$ cat config.mk
export PLATFORM = sky130hd
export DESIGN_NAME = conv2d_engine
export DESIGN_NICKNAME = d
export VERILOG_FILES = /design/src/rtl/conv2d_engine.sv
export SDC_FILE = /design/constraint.sdc
export NUM_CORES = 1
export LEC_CHECK = 0
export CORE_MARGIN = 8
export CORE_UTILIZATION = 57
export CTS_BUF_LIST = sky130_fd_sc_hd__clkbuf_4 sky130_fd_sc_hd__clkbuf_8 sky130_fd_sc_hd__clkbuf_16
export CTS_CLUSTER_SIZE = 40
export DETAILED_ROUTE_END_ITERATION = 6
export PLACE_DENSITY_LB_ADDON = 0.12
export SLEW_MARGIN = 20
export SYNTH_ARGS = -nofsm -noshare
export SYNTH_HDL_FRONTEND = slang
export SYNTH_SLANG_ARGS = --single-unit
$ cat constraint.sdc
create_clock -name clk -period 4 [get_ports clk]
set_input_delay 0.6 -clock clk [delete_from_list [all_inputs] [get_ports clk]]
set_output_delay 0.6 -clock clk [all_outputs]
set_load 0.01 [all_outputs]
$ cat src/rtl/conv2d_engine.sv
// conv2d_engine: sequential 2D convolution, one multiply-accumulate per cycle over a KxK window.
// Optional macro CONV_SATURATE_EN clamps results to OUT_W bits instead of wrapping.
module conv2d_engine #(
   parameter int IMG_W  = 4,
   parameter int IMG_H  = 4,
   parameter int K      = 2,
   parameter int STRIDE = 2,
   parameter int DW     = 4,
   parameter int OUT_W  = 8,
   localparam int KK    = K * K,
   localparam int KA    = (KK > 1) ? $clog2(KK) : 1,
   localparam int AW    = 2 * DW + $clog2(KK),
   localparam int NW    = (IMG_W - K) / STRIDE + 1,
   localparam int NH    = (IMG_H - K) / STRIDE + 1,
   localparam int IA    = (IMG_W * IMG_H > 1) ? $clog2(IMG_W * IMG_H) : 1,
   localparam int OA    = (NW * NH > 1) ? $clog2(NW * NH) : 1
) (
   input  logic             clk,
   input  logic             reset,
   input  logic             start,
   input  logic             k_we,
   input  logic [KA-1:0]    k_addr,
   input  logic [DW-1:0]    k_data,
   output logic [IA-1:0]    img_addr,
   input  logic [DW-1:0]    img_data,
   output logic             out_valid,
   input  logic             out_ready,
   output logic [OUT_W-1:0] out_data,
   output logic [OA-1:0]    out_addr,
   output logic             busy,
   output logic             done
);

   localparam int MW = (AW > OUT_W) ? AW : OUT_W;

   typedef enum logic [1:0] {IDLE, MAC, EMIT, DONE} state_t;

   state_t          state_r, state_s;
   logic [KA-1:0]   ki_r, ki_s;
   logic [KA-1:0]   kr_r, kr_s;
   logic [KA-1:0]   kc_r, kc_s;
   logic [OA-1:0]   wr_r, wr_s;
   logic [OA-1:0]   wc_r, wc_s;
   logic [AW-1:0]   acc_r, acc_s;
   logic [DW-1:0]   coef_r, coef_s;
   logic [DW-1:0]   kern_r [KK];
   logic            out_valid_r, out_valid_s;
   logic [OUT_W-1:0] out_data_r, out_data_s;
   logic [OA-1:0]   out_addr_r, out_addr_s;
   logic [IA-1:0]   img_addr_r, img_addr_s;
   logic            busy_r, busy_s;
   logic            done_r, done_s;
   logic [AW-1:0]   prod_s;
   logic [AW-1:0]   acc_sum_s;
   logic [KA-1:0]   kr_nxt_s;
   logic [KA-1:0]   kc_nxt_s;
   logic [OA-1:0]   wr_nxt_s;
   logic [OA-1:0]   wc_nxt_s;

   function automatic logic [IA-1:0] pix_addr(input int wr, input int wc, input int kr, input int kc);
      return IA'((wr * STRIDE + kr) * IMG_W + wc * STRIDE + kc);
   endfunction

   function automatic logic [OUT_W-1:0] shape_result(input logic [AW-1:0] acc);
`ifdef CONV_SATURATE_EN
      logic [MW-1:0] wide;
      wide = MW'(acc);
      if (wide > MW'({OUT_W{1'b1}})) begin
         return {OUT_W{1'b1}};
      end else begin
         return OUT_W'(acc);
      end
`else
      return OUT_W'(acc);
`endif
   endfunction

   // Next-state, datapath and registered-output values for the convolution sequencer.
   always_comb begin
      state_s     = state_r;
      ki_s        = ki_r;
      kr_s        = kr_r;
      kc_s        = kc_r;
      wr_s        = wr_r;
      wc_s        = wc_r;
      acc_s       = acc_r;
      coef_s      = coef_r;
      out_data_s  = out_data_r;
      out_addr_s  = out_addr_r;
      img_addr_s  = img_addr_r;
      prod_s      = AW'(img_data) * AW'(coef_r);
      acc_sum_s   = acc_r + prod_s;
      if (kc_r == KA'(K - 1)) begin
         kc_nxt_s = {KA{1'b0}};
         kr_nxt_s = kr_r + KA'(1);
      end else begin
         kc_nxt_s = kc_r + KA'(1);
         kr_nxt_s = kr_r;
      end
      if (wc_r == OA'(NW - 1)) begin
         wc_nxt_s = {OA{1'b0}};
         wr_nxt_s = wr_r + OA'(1);
      end else begin
         wc_nxt_s = wc_r + OA'(1);
         wr_nxt_s = wr_r;
      end
      case (state_r)
         IDLE: begin
            if (start) begin
               state_s    = MAC;
               ki_s       = {KA{1'b0}};
               kr_s       = {KA{1'b0}};
               kc_s       = {KA{1'b0}};
               wr_s       = {OA{1'b0}};
               wc_s       = {OA{1'b0}};
               acc_s      = {AW{1'b0}};
               img_addr_s = {IA{1'b0}};
               // Coefficient is prefetched here, so a same-edge kernel write is seen only from ki=1 on.
               coef_s     = kern_r[0];
            end else begin
               state_s    = IDLE;
            end
         end
         MAC: begin
            acc_s = acc_sum_s;
            if (ki_r == KA'(KK - 1)) begin
               state_s    = EMIT;
               out_data_s = shape_result(acc_sum_s);
               out_addr_s = OA'(int'(wr_r) * NW + int'(wc_r));
            end else begin
               ki_s       = ki_r + KA'(1);
               kr_s       = kr_nxt_s;
               kc_s       = kc_nxt_s;
               img_addr_s = pix_addr(int'(wr_r), int'(wc_r), int'(kr_nxt_s), int'(kc_nxt_s));
               coef_s     = kern_r[ki_r + KA'(1)];
            end
         end
         EMIT: begin
            if (out_ready) begin
               if ((wc_r == OA'(NW - 1)) && (wr_r == OA'(NH - 1))) begin
                  state_s    = DONE;
               end else begin
                  state_s    = MAC;
                  wr_s       = wr_nxt_s;
                  wc_s       = wc_nxt_s;
                  ki_s       = {KA{1'b0}};
                  kr_s       = {KA{1'b0}};
                  kc_s       = {KA{1'b0}};
                  acc_s      = {AW{1'b0}};
                  img_addr_s = pix_addr(int'(wr_nxt_s), int'(wc_nxt_s), 0, 0);
                  coef_s     = kern_r[0];
               end
            end else begin
               state_s = EMIT;
            end
         end
         DONE: begin
            state_s = IDLE;
         end
         default: begin
            state_s = IDLE;
         end
      endcase
      out_valid_s = (state_s == EMIT);
      busy_s      = (state_s != IDLE);
      done_s      = (state_s == DONE);
   end

   // Sequencer state and registered outputs.
   always_ff @(posedge clk or posedge reset) begin
      if (reset) begin
         state_r     <= IDLE;
         ki_r        <= {KA{1'b0}};
         kr_r        <= {KA{1'b0}};
         kc_r        <= {KA{1'b0}};
         wr_r        <= {OA{1'b0}};
         wc_r        <= {OA{1'b0}};
         acc_r       <= {AW{1'b0}};
         coef_r      <= {DW{1'b0}};
         out_valid_r <= 1'b0;
         out_data_r  <= {OUT_W{1'b0}};
         out_addr_r  <= {OA{1'b0}};
         img_addr_r  <= {IA{1'b0}};
         busy_r      <= 1'b0;
         done_r      <= 1'b0;
      end else begin
         state_r     <= state_s;
         ki_r        <= ki_s;
         kr_r        <= kr_s;
         kc_r        <= kc_s;
         wr_r        <= wr_s;
         wc_r        <= wc_s;
         acc_r       <= acc_s;
         coef_r      <= coef_s;
         out_valid_r <= out_valid_s;
         out_data_r  <= out_data_s;
         out_addr_r  <= out_addr_s;
         img_addr_r  <= img_addr_s;
         busy_r      <= busy_s;
         done_r      <= done_s;
      end
   end

   // Kernel coefficient store; writable only while idle.
   always_ff @(posedge clk or posedge reset) begin
      if (reset) begin
         for (int i = 0; i < KK; i++) begin
            kern_r[i] <= {DW{1'b0}};
         end
      end else if ((state_r == IDLE) && k_we && (int'(k_addr) < KK)) begin
         kern_r[k_addr] <= k_data;
      end
   end

   assign img_addr  = img_addr_r;
   assign out_valid = out_valid_r;
   assign out_data  = out_data_r;
   assign out_addr  = out_addr_r;
   assign busy      = busy_r;
   assign done      = done_r;

endmodule
==> out/results.ini, run 1 <==
[worst_hold_path]
hold_path.class = reg -> reg

[setup_path]
cp.required_ps = 4220
cp_max_fo = 4
startpoint_type = primary input
cp-end-kind = flop
worstSetupPathType = in -> reg
critPathArrivalTime_ps = 4090

[finish]
diodes = 0
area_growth_pct = 18.32
nets = 413
fillers = 484
drive_gt1_share_pct = 14.09

[clock_tree]
cts_root_buf = clkbuf_8
clock_latency_ps = 330
tritoncts = yes
htree_levels = 3
cts.sinks = 57
cts_setup_buffers = 0
cts_hold_buf = 0
clk_pin_slew_ps = 60
clockBufferDepth = 2
cts_buffers = 9
cts-resized-gates = 0

[outcome]
status = finished clean

[grt]
gr-usage-all-layers_pct = 17.26
grt_pass1_vias = 2537
grt_max_degree = 35
grt_antenna_before_repair = 0
global_route.overflow_total = 0
grt_pass1_wl_um = 11810

[floorplan]
start_util_pct = 57.79
ioPinCount = 32
rows = 28
die_w_um = 92.79
dieArea_sq_um = 8609
die_h_um = 92.79
design.core.area_sq_um = 5816

[timing]
tns_ps = 0
hold_violations = 0
post-route-min-period_ps = 3873
max_clock_freq_ghz = 0.2582
slew_viol_final = 0
rsz0062_at_grt = no
tightest_slew_ps = 769.7
skew_ps = 10.90
fin_crit_sh_pct = 96.82
slew_headroom_pct = 48.69
finalSetupViolCount = 0

[synth]
synth.avg_cell_area_sq_um = 10.25
yosys_warnings = 0
synth_area_leaders = dfrtp_1 42%, ha_1 8.2%, mux2_2 7.4%
syn-cell-area_sq_um = 3361
yosysTopAreaCellShare_pct = 42.44
synth_cell_types = 51
async_reset_ff_share_pct = 100.0
synth_edf_count = 0
yosysMostFrequentCell = dfrtp_1
ys_ff_latch = 57
synth_top_flop_cell = dfrtp_1
seq_area_frac_synth_pct = 42.44
synth_fp_nets = 375
synth_top_cell_by_area = dfrtp_1
synthTopCellsByCount = 57 x dfrtp_1, 42 x nand2_1, 32 x inv_1, 22 x ha_1, 22 x mux2_2
netlist_instances = 328

[place]
numPortBuffers = 31
hpwl_um = 5059
routabilityCongestion = 0.7946

[power_and_ir_drop]
ir_drop_mv = 0.3721
p_per_area_nw_per_um2 = 764.7
fin_total_pwr_w = 0.003041
power_leakage_nw = 1.862

[routing]
dr.pass1.iters = 4
antenna_left = 0
vias = 2451
routed_wl_um = 6792
via_per_inst = 5.520
drc = 0
routedWlPerCell_um = 15.30
first_iter_violations = 125

[job]
max_cap_viol_count = 0

-- layer usage --
metal  vias up  GRT usage, %  routed length [um]
met5         -             0                   0
li1       1200             -                   -
met1      1200         21.10                3159
met4         0         7.248                 113
met2        42         27.69                3264
met3         9         5.178                 254
-- critical path, cell delays in order --
cell and delay (ps):
clkdlybuf4s50_1 480, nand2_1 80, fa_1 560, fa_1 440
fa_1 520, inv_1 40, ha_1 290, nor2b_1 140
o31a_1 270, a31o_2 240, o211a_1 220, a211o_1 220
-- through the flow --
step           cells  setup WS (ps)  area, sq um  util [%]  hold slack (ps)
2_1_floorplan    328          265.4         3361         -            445.3
3_3_place_gp     430         -264.7         3757     64.61            459.4
3_5_place_dp     430         -294.5         3757     64.61            466.3
4_1_cts          444          53.03         3974     68.33            480.7
5_1_grt          444          14.01         3976     68.37            512.3
6_report         444          127.1         3976     68.37            481.0
-- path summary, 6_finish.rpt --
path	from	to	slack, ps	depth (start not counted)
min in group asynchronous	reset	acc_r[5]	610	2
worst max-delay path	img_data[0]	out_data[7]	130	12
max in group asynchronous	reset	kern_r[15]	2570	3
worst min-delay path	out_data[6]	out_data[6]	480	2
worst max register to register	coef_r[3]	out_data[7]	430	11
worst min register to register	out_data[6]	out_data[6]	480	2
-- layout by cell type (no fill, tap or decap), types with 11 or more instances in the layout --
master,count
ha_1,22
nor2_1,15
clkbuf_8,11
and2_1,15
dfrtp_1,57
clkdlybuf4s50_1,30
mux2_2,22
o21ai_0,16
inv_1,31
nand2_1,42
-- cell type report --
| cell class | instances | area (sq um) | share of cell area (%) |
|---|---|---|---|
| multi-input combinational | 228 | 1754 | 44.12 |
| sequential | 57 | 1426 | 35.87 |
| clock buffer | 11 | 151.4 | 3.807 |
| timing repair buffer | 38 | 365.4 | 9.188 |
| clock inverter | 3 | 65.06 | 1.636 |
| inverter | 32 | 120.1 | 3.021 |
| tap | 75 | 93.84 | 2.360 |
-- where the power goes --
part           internal [W]  switching (W)
logic              0.000721       0.000782
clock network      0.000377       0.000221
registers          0.000797       0.000142
total               0.00190        0.00114
-- flip-flops by register name (all words and copies together) (netlist names) --
name	count
acc_r	8
busy	1
coef_r	4
done	1
img_addr	4
kc_r	2
kern_r	16
ki_r	2
kr_r	2
out_addr	2
out_data	8
out_valid	1
state_r	2
wc_r	2
wr_r	2
-- cell families (layout without fill, tap and decap cells) --
group	Yosys count	in the layout	share of synthesized area, %
AO/OA/AOI/OAI	61	61	12.62
XOR/XNOR	9	9	2.345
adder cells (fa/ha/maj)	32	32	14.15
buffers and inverters	43	84	5.361
flip-flops	57	57	42.44
multiplexers	26	26	8.712
AND/OR/NAND/NOR	100	100	14.37
Power figures use the tool's default switching activity.
==> inputs of run 2 (changes only) <==
Settings changed: CORE_ASPECT_RATIO set to 2, CTS_CLUSTER_DIAMETER set to 30.
==> out/results.ini, run 2 (synthesized netlist as in run 1, its figures left out) <==
[setup_path]
cp-end-kind = flop
cp_max_fo = 4
cp.required_ps = 4210
startpoint_type = primary input
critPathArrivalTime_ps = 4070
worstSetupPathType = in -> reg

[timing]
post-route-min-period_ps = 3859
skew_ps = 8.796
slew_viol_final = 0
slew_headroom_pct = 50.65
max_clock_freq_ghz = 0.2591
rsz0062_at_grt = no
tightest_slew_ps = 740.3
timing.hold.ws_ps = 476.5
fin_crit_sh_pct = 96.48
hold_violations = 0
finalSetupViolCount = 0

[routing]
routedWlPerCell_um = 16.27
via_per_inst = 5.644
antenna_left = 0
first_iter_violations = 90
wl_met3_um = 259
drc = 0
vias = 2461
routed_wl_um = 7095
dr.pass1.iters = 4
dr.max_layer_used = met4
wl_met2_um = 3906
drt-met1-wl_um = 2700

[finish]
multi_input_area_sq_um = 1775
layout_commonest_cell = dfrtp_1
largest_register = kern_r
seq_area_sq_um = 1426
largest_register_ffs = 16
final_util_pct = 71.60
area_growth_pct = 21.63
stdcell_count = 436
fillers = 435
nets = 417
layout_common_cells = 57 x dfrtp_1, 42 x nand2_1, 31 x inv_1, 31 x clkdlybuf4s50_1, 22 x mux2_2
diodes = 0
drive_gt1_share_pct = 15.73

[clock_tree]
clockBufferDepth = 2
cts_root_buf = clkbuf_16
cts_buffers = 9
htree_levels = 3
clock_latency_ps = 330
tritoncts = yes
cts.sinks = 57
clk_pin_slew_ps = 50

[power_and_ir_drop]
p_per_area_nw_per_um2 = 802.5
power_leakage_nw = 1.911
ir_drop_mv = 0.6937

[grt]
grt_max_degree = 33
grt_pass1_vias = 2577
grt_antenna_before_repair = 0
grt_pass1_wl_um = 12170
global_route.overflow_total = 0
gr-usage-all-layers_pct = 17.19

[worst_hold_path]
hold_path.class = reg -> reg

[floorplan]
die_w_um = 70.30
die_h_um = 124.6
ioPinCount = 32
design.core.area_sq_um = 5709
rows = 39
dieArea_sq_um = 8758
start_util_pct = 58.86

[outcome]
status = finished clean

[place]
placed_cells = 419
numPortBuffers = 31
routabilityCongestion = 0.8744
hpwl_um = 5453

[job]
max_cap_viol_count = 0

run 2: report_power, final:
part / switching (W) / total (W) / leakage [nW] / internal, W
logic: 0.000820 / 0.00159 / 1.04 / 0.000770
registers: 0.000140 / 0.000939 / 0.726 / 0.000799
clock network: 0.000258 / 0.000751 / 0.148 / 0.000493
run 2: cell type report:
| cell class | count | share of cell area, % |
|---|---|---|
| Tap cell | 61 | 1.867 |
| Inverter | 32 | 2.938 |
| Clock buffer | 10 | 5.846 |
| Clock inverter | 6 | 1.408 |
| Sequential cell | 57 | 34.89 |
| Multi-Input combinational cell | 228 | 43.43 |
| Timing Repair Buffer | 42 | 9.611 |
run 2: path summary, 6_finish.rpt:
path / slack [ps] / to / start / depth (start not counted)
max reg2reg: 480 / out_data[7] / coef_r[3] / 11
max in group asynchronous: 2500 / acc_r[1] / reset / 3
max: 140 / out_data[7] / img_data[0] / 12
min: 480 / acc_r[4] / acc_r[4] / 2
min in group asynchronous: 700 / coef_r[2] / reset / 2
min reg2reg: 480 / acc_r[4] / acc_r[4] / 2
run 2: repair_timing:
| action | in CTS | in global routing |
|---|---|---|
| setup endpoints to repair | 1 | 2 |
| gates resized for setup | 1 | 1 |
| hold buffers | 0 | 0 |
| pin swaps | 5 | 3 |
| setup buffers | 0 | 1 |
run 2: worst max-delay path, cell delays in order:
cell and delay, ps:
clkdlybuf4s50_1 480, nand2_1 80, fa_1 570, fa_1 430, fa_1 490, inv_1 60, ha_4 230, nor2b_1 140
o31a_1 290, a31o_4 250, o211a_1 230, a211o_1 220
run 2: metrics by stage:
stage / setup TNS [ps] / total power, W / setup WS (ps) / cell area [sq um]
2_1_floorplan: 0 / 0.001974 / 265.4 / 3361
6_report: 0 / 0.003280 / 141.0 / 4088
4_1_cts: 0 / 0.003296 / 6.802 / 4068
5_1_grt: 0 / 0.003539 / 21.12 / 4088
3_3_place_gp: -804.6 / 0.002480 / -288.8 / 3762
3_5_place_dp: -1061 / 0.002526 / -381.6 / 3762
run 2: routing by layer:
metal  vias up  GRT usage, %
met4         0         9.524
met2        46         30.33
li1       1210             -
met5         -             0
met3        17         3.748
met1      1188         17.98
==> inputs of run 3 (changes only) <==
Settings changed: CORE_UTILIZATION 57 to 62.
Clock period 4 ns to 4.7 ns, I/O delays scaled along.
==> out/results.ini, run 3 (synthesized netlist as in run 1, its figures left out) <==
[power_and_ir_drop]
intPower_w = 0.001504
power_frac_clock_pct = 17.7
swShare_pct = 39.16
p_sw_w = 0.0009680
power_leakage_nw = 1.816
ir_drop_mv = 0.4385
p_per_area_nw_per_um2 = 635.4
p_seq_share_pct = 32.3
comb_power_share_pct = 50.0

[timing]
max_clock_freq_ghz = 0.2394
hold_violations = 0
tightest_slew_ps = 691.9
tns_ps = 0
finalSetupViolCount = 0
post-route-min-period_ps = 4177
rsz0062_at_grt = no
skew_ps = 7.562
fin_crit_sh_pct = 88.87
slew_viol_final = 0
worst_slack_ps = 523.2
slew_headroom_pct = 53.87

[place]
place_ws_ps = 158.0
placed_area_sq_um = 3694
routabilityCongestion = 0.8143
hpwl_um = 5122
numPortBuffers = 31

[grt]
grt_pass1_wl_um = 11380
grt_pass1_vias = 2480
grt_antenna_before_repair = 0
gr-usage-all-layers_pct = 18.10
grt_max_degree = 58
global_route.overflow_total = 0

[routing]
routed_wl_um = 6679
vias = 2402
dr.pass1.iters = 4
first_iter_violations = 103
drc = 0
routedWlPerCell_um = 15.72
antenna_left = 0
via_per_inst = 5.652

[clock_tree]
htree_levels = 3
cts_setup_buffers = 0
cts_hold_buf = 0
clock_latency_ps = 340
clk_pin_slew_ps = 60
cts_root_buf = clkbuf_8
clockBufferDepth = 2
cts.sinks = 57
cts-resized-gates = 0
tritoncts = yes
cts_buffers = 9

[floorplan]
rows = 38
die_h_um = 120.1
start_util_pct = 63.11
ioPinCount = 32
design.core.area_sq_um = 5325
dieArea_sq_um = 8175
die_w_um = 68.06

[finish]
drive_gt1_share_pct = 13.15
largest_register_ffs = 16
fillers = 416
seq_area_sq_um = 1426
nets = 407
layout_common_cells = 57 x dfrtp_1, 42 x nand2_1, 31 x inv_1, 31 x clkdlybuf4s50_1
multi_input_area_sq_um = 1754
diodes = 0
largest_register = kern_r
area_growth_pct = 15.75
layout_commonest_cell = dfrtp_1
stdcell_area_sq_um = 3890

[setup_path]
cp-end-kind = flop
cp_max_fo = 4
worstSetupPathType = in -> reg
critPathArrivalTime_ps = 4410
cp.required_ps = 4930
startpoint_type = primary input

[worst_hold_path]
hold_path.class = reg -> reg

[job]
max_cap_viol_count = 0

[outcome]
status = finished clean

run 3: cell types whose count changed in the layout (fill, tap and decap cells not counted), sizes merged:
cell      before  now
clkinvlp       1    0
clkinv         4    2
clkbuf        10   14
bufinv         1    0
buf           11    1
run 3: critical path, cell delays in order:
cell	delay (ps)
clkdlybuf4s50_1	510
nand2_1	90
fa_1	530
fa_1	510
fa_1	510
inv_1	40
ha_1	330
nor2b_1	170
o31a_1	270
a31o_2	280
o211a_1	220
a211o_1	220
run 3: cell type report:
cell class,instances,area share (%)
Multi-Input combinational cell,228,45.09
Sequential cell,57,36.67
Timing Repair Buffer,32,8.170
Clock buffer,14,4.793
Inverter,32,3.088
Tap cell,60,1.930
Clock inverter,2,0.2573
run 3: path summary, 6_finish.rpt:
| check | from | endpoint | slack (ps) | cells after the start |
|---|---|---|---|---|
| min reg2reg | acc_r[4] | acc_r[4] | 480 | 2 |
| max reg2reg | coef_r[3] | out_data[7] | 970 | 11 |
| min in group asynchronous | reset | state_r[1] | 870 | 3 |
| max | img_data[0] | out_data[7] | 520 | 12 |
| max in group asynchronous | reset | kern_r[6] | 3370 | 3 |
| min | acc_r[4] | acc_r[4] | 480 | 2 |
run 3: metrics by stage:
stage	hold WS [ps]	std cells	power [W]	util [%]
after global placement	462.2	409	0.001997	69.36
after global routing	502.6	425	0.002671	73.05
after floorplan	445.3	328	0.001680	-
after detailed placement	467.2	409	0.002045	69.36
final	479.3	425	0.002472	73.05
after CTS	480.5	425	0.002493	73.05
run 3: power by group through the flow:
stage | clock network [W] | registers, W | logic (W)
after detailed placement | 0 | 0.000806 | 0.00124
after floorplan | 0 | 0.000794 | 0.000886
after CTS | 0.000448 | 0.000798 | 0.00125
after global placement | 0 | 0.000796 | 0.00120
final | 0.000438 | 0.000798 | 0.00123
after global routing | 0.000465 | 0.000823 | 0.00138
run 3: metal layers:
metal / GRT usage (%) / share of wire [%] / vias to the layer above
met5: 0 / 0 / -
met2: 29.06 / 50 / 57
met3: 5.415 / 4.7 / 20
met4: 9.548 / 3.4 / 0
met1: 20.60 / 42 / 1141
li1: - / - / 1184
